==> src/rtl/fft_peak_detect_pkg.sv <==
// Shared definitions for the FFT peak detector.
// Holds default sizes, the peak-search FSM state type and small sizing
// helpers used by fft_peak_detect and cplx_pow.
// Optional feature macro used by the top: PEAK_THRESH_EN.
package fft_peak_detect_pkg;

    // Default sample width and log2 of the FFT length
    localparam int WIDTH_DEF = 16;
    localparam int NALL_DEF  = 9;

    typedef enum logic [1:0] {
        IDLE = 2'd0,
        RUN  = 2'd1,
        DONE = 2'd2
    } peakState_e;

    // Number of bins per frame, N = 2^nall
    function automatic int frameLen(input int nall);
        return 1 << nall;
    endfunction

    // Width of a power sample, PW = 2*width
    function automatic int powWidth(input int w);
        return 2 * w;
    endfunction

    // Highest bin that takes part in the peak search, N/2-1
    function automatic int searchHi(input int nall);
        return (1 << nall) / 2 - 1;
    endfunction

endpackage

==> src/rtl/fft_peak_detect_cplx_pow.sv <==
// cplx_pow: two-stage registered complex power, re*re + im*im.
// Ports:
//   clk, areset         - clock, asynchronous active-high reset
//   en_i, cnt_i         - input sample valid and bin index
//   re_i, im_i          - signed real/imaginary parts
//   en_o, cnt_o, pow_o  - valid, bin index and unsigned power, 2 clocks later
// Data registers only load on valid samples, so they hold across bubbles.
module cplx_pow
    import fft_peak_detect_pkg::*;
#(
    parameter int width = WIDTH_DEF,
    parameter int NALL  = NALL_DEF
) (
    input  logic                    clk,
    input  logic                    areset,
    input  logic                    en_i,
    input  logic [NALL-1:0]         cnt_i,
    input  logic signed [width-1:0] re_i,
    input  logic signed [width-1:0] im_i,
    output logic                    en_o,
    output logic [NALL-1:0]         cnt_o,
    output logic [2*width-1:0]      pow_o
);

    localparam int PW = powWidth(width);

    logic signed [PW-1:0] reExt;
    logic signed [PW-1:0] imExt;
    logic signed [PW-1:0] reSq_d;
    logic signed [PW-1:0] imSq_d;
    logic signed [PW-1:0] reSq_q;
    logic signed [PW-1:0] imSq_q;
    logic [PW-1:0]        pow_d;
    logic [PW-1:0]        pow_q;
    logic                 en1_q;
    logic                 en2_q;
    logic [NALL-1:0]      cnt1_q;
    logic [NALL-1:0]      cnt2_q;

    // Squares are formed at full PW width; each is non-negative and at most
    // 2^(2*width-2), so the unsigned sum never exceeds 2^(2*width-1).
    always_comb begin
        reExt  = {{width{re_i[width-1]}}, re_i};
        imExt  = {{width{im_i[width-1]}}, im_i};
        reSq_d = reExt * reExt;
        imSq_d = imExt * imExt;
        pow_d  = $unsigned(reSq_q) + $unsigned(imSq_q);
    end

    // Stage 1 registers the squares, stage 2 the sum; valid and index ride along.
    always_ff @(posedge clk or posedge areset) begin
        if (areset) begin
            en1_q  <= 1'b0;
            en2_q  <= 1'b0;
            cnt1_q <= '0;
            cnt2_q <= '0;
            reSq_q <= '0;
            imSq_q <= '0;
            pow_q  <= '0;
        end else begin
            en1_q <= en_i;
            en2_q <= en1_q;
            if (en_i) begin
                reSq_q <= reSq_d;
                imSq_q <= imSq_d;
                cnt1_q <= cnt_i;
            end
            if (en1_q) begin
                pow_q  <= pow_d;
                cnt2_q <= cnt1_q;
            end
        end
    end

    assign en_o  = en2_q;
    assign cnt_o = cnt2_q;
    assign pow_o = pow_q;

endmodule

==> src/rtl/fft_peak_detect.sv <==
// fft_peak_detect: per-bin power stream plus per-frame peak report.
// Ports:
//   clk, areset                     - clock, asynchronous active-high reset
//   din_en, din_cnt, din_re, din_im - natural-order FFT bin stream
//   pow_en, pow_cnt, pow_out        - power stream, 2 clocks behind din
//   peak_valid                      - one-cycle pulse per finished/abandoned frame
//   peak_bin, peak_pow              - strongest bin in LO_BIN..N/2-1 and its power
//   peak_hit                        - peak qualified against THRESH
//   frame_err                       - frame had a bin index discontinuity
// Optional macro PEAK_THRESH_EN: when defined peak_hit = (peak_pow >= THRESH),
// otherwise peak_hit is simply 1 on every report.
module fft_peak_detect
    import fft_peak_detect_pkg::*;
#(
    parameter int width  = WIDTH_DEF,
    parameter int NALL   = NALL_DEF,
    parameter int LO_BIN = 1,
    parameter int THRESH = 0
) (
    input  logic                    clk,
    input  logic                    areset,
    input  logic                    din_en,
    input  logic [NALL-1:0]         din_cnt,
    input  logic signed [width-1:0] din_re,
    input  logic signed [width-1:0] din_im,
    output logic                    pow_en,
    output logic [NALL-1:0]         pow_cnt,
    output logic [2*width-1:0]      pow_out,
    output logic                    peak_valid,
    output logic [NALL-1:0]         peak_bin,
    output logic [2*width-1:0]      peak_pow,
    output logic                    peak_hit,
    output logic                    frame_err
);

    localparam int              N    = frameLen(NALL);
    localparam int              PW   = powWidth(width);
    localparam logic [NALL-1:0] LO   = NALL'(LO_BIN);
    localparam logic [NALL-1:0] HI   = NALL'(searchHi(NALL));
    localparam logic [NALL-1:0] LAST = NALL'(N - 1);
    localparam logic [NALL-1:0] ONE  = NALL'(1);
`ifdef PEAK_THRESH_EN
    localparam logic [PW-1:0]   THR  = PW'(THRESH);
`endif

    peakState_e      state_q, state_d;
    logic [PW-1:0]   maxPow_q, maxPow_d;
    logic [NALL-1:0] maxBin_q, maxBin_d;
    logic [NALL-1:0] prevCnt_q, prevCnt_d;
    logic            err_q, err_d;
    logic            peakValid_q, peakValid_d;
    logic [NALL-1:0] peakBin_q, peakBin_d;
    logic [PW-1:0]   peakPow_q, peakPow_d;
    logic            peakHit_q, peakHit_d;
    logic            frameErr_q, frameErr_d;

    logic            startFrame;
    logic            inRange;
    logic            doInit;
    logic            doReport;
    logic [PW-1:0]   basePow, accPow, reportPow;
    logic [NALL-1:0] baseBin, accBin, reportBin;
    logic            reportErr;

    cplx_pow #(
        .width (width),
        .NALL  (NALL)
    ) uPow (
        .clk    (clk),
        .areset (areset),
        .en_i   (din_en),
        .cnt_i  (din_cnt),
        .re_i   (din_re),
        .im_i   (din_im),
        .en_o   (pow_en),
        .cnt_o  (pow_cnt),
        .pow_o  (pow_out)
    );

    // Frame tracking, running max and report generation.
    // A bin 0 sample starts a frame from IDLE or DONE (giving zero-gap
    // back-to-back frames) and abandons a frame still in RUN. The running max
    // restarts at (0, LO) so an all-zero frame reports LO_BIN; strict
    // greater-than keeps the lowest bin on ties.
    always_comb begin
        state_d     = state_q;
        maxPow_d    = maxPow_q;
        maxBin_d    = maxBin_q;
        prevCnt_d   = prevCnt_q;
        err_d       = err_q;
        peakValid_d = 1'b0;
        peakBin_d   = peakBin_q;
        peakPow_d   = peakPow_q;
        peakHit_d   = peakHit_q;
        frameErr_d  = frameErr_q;
        doInit      = 1'b0;
        doReport    = 1'b0;
        reportPow   = maxPow_q;
        reportBin   = maxBin_q;
        reportErr   = err_q;

        startFrame = pow_en && (pow_cnt == '0);
        inRange    = (pow_cnt >= LO) && (pow_cnt <= HI);
        basePow    = startFrame ? '0 : maxPow_q;
        baseBin    = startFrame ? LO : maxBin_q;
        if (inRange && (pow_out > basePow)) begin
            accPow = pow_out;
            accBin = pow_cnt;
        end else begin
            accPow = basePow;
            accBin = baseBin;
        end

        if (pow_en) begin
            case (state_q)
                IDLE: begin
                    if (startFrame) begin
                        doInit  = 1'b1;
                        state_d = RUN;
                    end
                end
                RUN: begin
                    if (startFrame) begin
                        doReport  = 1'b1;
                        reportErr = 1'b1;
                        doInit    = 1'b1;
                    end else begin
                        err_d     = err_q | (pow_cnt != prevCnt_q + ONE);
                        maxPow_d  = accPow;
                        maxBin_d  = accBin;
                        prevCnt_d = pow_cnt;
                        if (pow_cnt == LAST) begin
                            state_d   = DONE;
                            doReport  = 1'b1;
                            reportPow = accPow;
                            reportBin = accBin;
                            reportErr = err_d;
                        end
                    end
                end
                DONE: begin
                    if (startFrame) begin
                        doInit  = 1'b1;
                        state_d = RUN;
                    end else begin
                        state_d = IDLE;
                    end
                end
                default: state_d = IDLE;
            endcase
        end else if (state_q == DONE) begin
            state_d = IDLE;
        end

        if (doInit) begin
            err_d     = 1'b0;
            maxPow_d  = accPow;
            maxBin_d  = accBin;
            prevCnt_d = pow_cnt;
        end

        if (doReport) begin
            peakValid_d = 1'b1;
            peakBin_d   = reportBin;
            peakPow_d   = reportPow;
            frameErr_d  = reportErr;
`ifdef PEAK_THRESH_EN
            peakHit_d   = (reportPow >= THR);
`else
            peakHit_d   = 1'b1;
`endif
        end
    end

    // State and result registers.
    always_ff @(posedge clk or posedge areset) begin
        if (areset) begin
            state_q     <= IDLE;
            maxPow_q    <= '0;
            maxBin_q    <= '0;
            prevCnt_q   <= '0;
            err_q       <= 1'b0;
            peakValid_q <= 1'b0;
            peakBin_q   <= '0;
            peakPow_q   <= '0;
            peakHit_q   <= 1'b0;
            frameErr_q  <= 1'b0;
        end else begin
            state_q     <= state_d;
            maxPow_q    <= maxPow_d;
            maxBin_q    <= maxBin_d;
            prevCnt_q   <= prevCnt_d;
            err_q       <= err_d;
            peakValid_q <= peakValid_d;
            peakBin_q   <= peakBin_d;
            peakPow_q   <= peakPow_d;
            peakHit_q   <= peakHit_d;
            frameErr_q  <= frameErr_d;
        end
    end

    assign peak_valid = peakValid_q;
    assign peak_bin   = peakBin_q;
    assign peak_pow   = peakPow_q;
    assign peak_hit   = peakHit_q;
    assign frame_err  = frameErr_q;

endmodule

==> config.mk <==
export PLATFORM = sky130hd
export DESIGN_NAME = fft_peak_detect
export DESIGN_NICKNAME = d
export VERILOG_FILES = /design/src/rtl/fft_peak_detect_pkg.sv /design/src/rtl/fft_peak_detect_cplx_pow.sv /design/src/rtl/fft_peak_detect.sv
export SDC_FILE = /design/constraint.sdc
export NUM_CORES = 2
export LEC_CHECK = 0
export CAP_MARGIN = 10
export CORE_MARGIN = 2
export CORE_UTILIZATION = 60
export DETAILED_ROUTE_END_ITERATION = 12
export PLACE_DENSITY = 0.8
export REMOVE_ABC_BUFFERS = 1
export SLEW_MARGIN = 20
export SYNTH_ARGS = -nofsm -noshare
export SYNTH_HDL_FRONTEND = slang
export SYNTH_SLANG_ARGS = --single-unit
==> constraint.sdc <==
create_clock -name clk -period 15.9 [get_ports clk]
set_input_delay 2.385 -clock clk [delete_from_list [all_inputs] [get_ports clk]]
set_output_delay 2.385 -clock clk [all_outputs]
set_load 0.02 [all_outputs]
# Word-level counts from Yosys, hierarchy flattened
# Index checks and enable logic that the tools add are counted.
# classes
bitwise	1
n_mul	2
magnitude_cmp	3
muxes	47
add_sub_neg	2
n_eq_ne	8
reduce_logical	11
# op_table
cell	n
two-way mux 32 bit	10
two-way mux 9 bit	14
multiplier 16 x 16 -> 32 bit	2
adder 32 bit	1
> comparator 32 bit	1
two-way mux 1 bit	17
two-way mux 2 bit	5
adder 9 x 1 -> 9 bit (second input constant)	1
== test 9 bit (second input constant)	1
>= comparator 9 x 1 -> 1 bit (second input constant)	1
<= comparator 9 x 8 -> 1 bit (second input constant)	1
zero test 9 bit	1
!= test 3 bit (second input constant)	3
!= test 9 bit	1
one-hot mux 2 bit (3 select lines)	1
nonzero test 2 bit	3
AND reduction 4 bit	1
logical AND 1 bit	3
AND reduction 3 bit	1
OR reduction 3 bit	1
== test 2 x 1 -> 1 bit (second input constant)	1
== test 2 bit (second input constant)	1
zero test 2 bit	1
!= test 2 x 1 -> 1 bit (second input constant)	1
OR 1 bit	1
# totals
out_inout_bits	86
input_bits	44
reg_bits	213
wordCells	91

# Logic depth before layout (Yosys ltp)
# logic_depth
word_depth	10
mapped_depth	26
depth_no_buf	25

# Modules after synthesis
# From an unflattened synthesis, not the netlist that was laid out.
# hier_totals
hier_cells	2938
hier_area_um2	28613.7
# modules_own_cells
mod	seq_area_each_um2	instances	cells_per_inst	area_per_inst_um2
cplx_pow	2852.7	1	2395	23267.3
fft_peak_detect	2427.3	1	543	5346.4

# Least setup slack after synthesis
# No wires, ideal clock.
# synth_path
path_kind	input -> register
from	input din_im[15]
to	register uPow.imSq_q[31]
setup_time_ns	0.125
cell_stages	21
n_path_buf	2
arrival_time_ns	8.400
t_required_ns	15.775
setup_slack_ns	7.375
path_cell_list	clkbuf_1 -> buf_1 -> nand2_1 -> fa_1 -> inv_1 -> fa_1 -> fa_1 -> fa_1 -> fa_1 -> inv_1 -> fa_1 -> inv_1 -> ha_1 -> inv_1 -> a2111oi_2 -> a21oi_1 -> o41ai_2 -> a41o_1 -> a21oi_1 -> xnor2_1 -> mux2_2
# synth_between
elab_chain_cells	1
# synth_lines
item	line	source
from (decl)	fft_peak_detect.sv:25	input logic signed [width-1:0] din_im,
multiplier 16 x 16 -> 32 bit	fft_peak_detect_cplx_pow.sv:46	imSq_d = imExt * imExt;
to (signal assigned)	fft_peak_detect_cplx_pow.sv:65	imSq_q <= imSq_d;
to (decl)	fft_peak_detect_cplx_pow.sv:32	logic signed [PW-1:0] imSq_q;
# Every way passes these cells.
# A chain may end at the register's enable or synchronous reset.

# Worst setup path in the final report
# Same ends and word-level chain as after synthesis.

==> impl_results.md <==
- Via Count: 20000
- Average wire per standard cell: 17.9 microns
- Worst Setup Slack, final: 6150 ps
- List of cells traversed by the critical path: clkdlybuf4s50_1 > inv_1 > nor2_1 > fa_1 > fa_1 > fa_1 > fa_1 > fa_1 > inv_1 > fa_1 > inv_1 > ha_1 > inv_1 > a2111oi_2 > a21oi_1 > o41ai_2 > a41o_1 > a21oi_1 > xnor2_1 > mux2_2
- Clock Pin Slew Worst Setup and Hold Paths: 60 ps
- Iteration count of the initial detailed-routing pass: 7
- End-of-flow core utilization: 65.9%
- Type of destination of the critical path: flop
- Clock Root Buffer: sky130_fd_sc_hd__clkbuf_16
- Hold crit path type: reg2reg
- Unrepaired setup endpoints after global routing: no
- Family with the most delay on the worst path: adder cells
- Area overhead of the layout relative to synthesis: 8.95%
- Die height: 220 microns
- Library cell appearing most often on the critical path: sky130_fd_sc_hd__fa_1
- Num rows: 79
- Setup clock skew after layout: 26.6 ps
- Number of buffers and inverters on the critical path: 5
- Critical path startpoint category: input pin
- Horiz. Die Dim: 220 microns
- Post-cts resize count: 0
- Number of maximum-capacitance constraint violations: 0
- Number of nets at the end of the flow: 3664
- Cell with the largest stage delay on the worst path: sky130_fd_sc_hd__clkdlybuf4s50_1
- F_max: 0.103 GHz
- Number of global-route vias before repair: 22000
- Hold violation total from the final report: 0
- Share of post-route cells with drive strength above 1: 6.33%
- TritonCTS clock tree: done
- Total clock buffers created by CTS: 24
- Endpoint required time on the critical path: 16290 ps
- Part of the Yosys area used for sequential elements: 18.8%
- First-pass GRT wire length: 106000 microns
- Number of hold-repair buffers added at the cts stage: 0
- Arrival time at the worst endpoint: 10140 ps
- Clock Latency Late Sink: 530 ps
- HPWL Detailed: 50500 microns
- Boundary pin count: 130
- Max-Slew Margin vs Limit: 33.7%
- Initial antenna violation count: 0
- Total standard cell area after synthesis: 28000 sq um
- DP Worst Slack: 5710 ps
- Area inside the core boundary: 46400 sq um
- Sum of negative setup slack: 0 ps
- Die footprint: 48500 sq um
- Cells taking the most area after synthesis: sky130_fd_sc_hd__fa_1 33%, sky130_fd_sc_hd__dfrtp_1 19%, sky130_fd_sc_hd__ha_1 11%
- Antenna Nets Post-Route: 0
- Port Buffers: 129
- Post-synth EDFFs: 0
- Drc violations: 0
- Mean area per synthesized cell: 9.87 sq um
- Critical path class: in2reg
- TritonCTS Sinks: 211
- Number of vias per cell after detailed routing: 5.67
- Yosys reg bits: 211
- Slew at the pin with the worst max-slew slack: 995 ps
- Buffers inserted during post-CTS setup optimization: 0
- Largest stage delay, worst path: 1030 ps
- Gate count of the mapped netlist: 2840
- Aggregate routed wire length: 63100 microns
- Number of pins exceeding their max-slew limit in the final report: 0
- Share of the clock period used by the worst path after layout: 61.3%
- DR iter-0 viols: 1712
- Overall track demand over capacity in global routing: 27.5%
- FILL cells: 3553
- Share of Yosys cell area claimed by the top area cell type: 33.4%
- Overflow after GRT: 0
- Status: finished, final reports clean
- Synth unique cells: 67
- Starting Density: 60.5%
- GP Congestion: 0.921
- Largest net degree at the start of global routing: 148
- Clock Path Buffers: 3
- Crit path time final: 9750 ps
- Number of warnings printed during yosys synthesis: 0
- Cell taking the most area after synthesis: sky130_fd_sc_hd__fa_1
- Proportion of register bits with asynchronous set or reset after synthesis: 100%
- Most used flip-flop cell after synthesis: sky130_fd_sc_hd__dfrtp_1
- H-Tree Level Count: 1
- Setup-violating endpoint count in the final report: 0
- Maximum fanout encountered on the critical timing path: 20
[Yosys cell counts, drive strengths merged (11+ instances only)]
library cell	instances
dfrtp	211
and2	80
nor2	93
nand3	20
nand4	15
o21a	12
nand2b	11
nor3	16
inv	653
a22o	40
nor2b	17
a21oi	113
or3	39
o21ai	66
nand2	242
ha	243
xnor2	98
xor2	32
a31o	11
fa	468
and3	11
a21o	44
mux2	105
o21bai	17
clkbuf	85
[per-layer routing]
layer	vias to the layer above	wire length, microns	global-route usage (%)
met5	-	0	0
met4	0	2000	8.34
met3	152	3480	3.18
met2	609	32400	49.2
met1	10200	25200	35.3
li1	9008	-	-
[stage by stage]
| stage | cell area, sq um | std cells | hold slack, ps |
|---|---|---|---|
| final | 30500 | 3530 | 466 |
| after global routing | 30500 | 3529 | 475 |
| after CTS | 30500 | 3528 | 467 |
| after detailed placement | 29800 | 3489 | 452 |
| after global placement | 29800 | 3489 | 442 |
| after floorplan | 27700 | 2746 | 430 |
[flip-flops by register name, summed over array words and instances, names as in the netlist]
register / count
peak_valid: 1
uPow.cnt_o: 9
maxPow_q: 32
uPow.pow_o: 32
uPow.reSq_q: 31
peak_pow: 32
state_q: 2
prevCnt_q: 9
uPow.cnt1_q: 9
peak_hit: 1
err_q: 1
maxBin_q: 9
frame_err: 1
uPow.en_o: 1
uPow.imSq_q: 31
peak_bin: 9
uPow.en1_q: 1
[path summary, 6_finish.rpt]
path / slack [ps] / cells past startpoint / endpoint / startpoint
min: 470 / 1 / peak_hit / peak_hit
min in group asynchronous: 2480 / 2 / maxPow_q[0] / areset
max in group asynchronous: 11870 / 3 / uPow.en1_q / areset
max: 6150 / 20 / uPow.imSq_q[31] / din_im[15]
max reg2reg: 11100 / 19 / maxPow_q[22] / uPow.cnt_o[4]
min reg2reg: 470 / 1 / peak_hit / peak_hit
[cells in the final DEF, fill, tap and decap left out, types with 5 or more instances in the layout]
master,Yosys,final
sky130_fd_sc_hd__a211oi_1,7,7
sky130_fd_sc_hd__a21o_1,44,44
sky130_fd_sc_hd__a21oi_1,110,110
sky130_fd_sc_hd__a22o_1,40,40
sky130_fd_sc_hd__a31o_2,11,11
sky130_fd_sc_hd__a31oi_1,5,5
sky130_fd_sc_hd__a41o_1,5,5
sky130_fd_sc_hd__and2_1,80,80
sky130_fd_sc_hd__and3_1,11,11
sky130_fd_sc_hd__buf_4,0,8
sky130_fd_sc_hd__clkbuf_1,85,5
sky130_fd_sc_hd__clkbuf_16,0,24
sky130_fd_sc_hd__clkdlybuf4s50_1,0,128
sky130_fd_sc_hd__clkinv_2,0,6
sky130_fd_sc_hd__dfrtp_1,211,210
sky130_fd_sc_hd__fa_1,468,468
sky130_fd_sc_hd__ha_1,243,243
sky130_fd_sc_hd__inv_1,653,651
sky130_fd_sc_hd__mux2_2,104,104
sky130_fd_sc_hd__nand2_1,242,241
sky130_fd_sc_hd__nand2b_1,11,11
sky130_fd_sc_hd__nand3_1,20,20
sky130_fd_sc_hd__nand4_1,15,15
sky130_fd_sc_hd__nor2_1,93,92
sky130_fd_sc_hd__nor2b_1,17,17
sky130_fd_sc_hd__nor3_1,16,16
sky130_fd_sc_hd__nor4_1,5,5
sky130_fd_sc_hd__o211ai_1,5,5
sky130_fd_sc_hd__o21a_1,12,12
sky130_fd_sc_hd__o21ai_0,63,63
sky130_fd_sc_hd__o21bai_1,17,17
sky130_fd_sc_hd__o31ai_1,6,6
sky130_fd_sc_hd__or2_2,6,6
sky130_fd_sc_hd__or3_1,39,39
sky130_fd_sc_hd__xnor2_1,98,98
sky130_fd_sc_hd__xor2_1,32,32
[area by class of cell]
cell class / count / area (sq um) / area share (%)
Inverter: 654 / 2460 / 8.06
Tap cell: 607 / 759 / 2.49
Multi-Input combinational cell: 1881 / 20000 / 65.3
Timing Repair Buffer: 137 / 1370 / 4.48
Antenna cell: 1 / 2.50 / 0.00819
Clock buffer: 32 / 661 / 2.16
Clock inverter: 7 / 46.3 / 0.152
Sequential cell: 211 / 5280 / 17.3
[cells by family (layout without fill, tap and decap cells)]
kind of cell / Yosys count / count (layout) / share of synthesized area (%)
buffers and inverters: 748 / 830 / 10.0
adder cells (fa/ha/maj): 711 / 711 / 44.3
AND/OR/NAND/NOR: 568 / 568 / 9.61
AO/OA/AOI/OAI: 363 / 363 / 8.81
flip-flops: 211 / 211 / 18.8
XOR/XNOR: 130 / 130 / 4.06
multiplexers: 109 / 109 / 4.37
other: 0 / 1 / 0
Power is left out: the tool's default activity adds up to more than one toggle a clock period on the data nets, which glitch-free logic cannot reach.
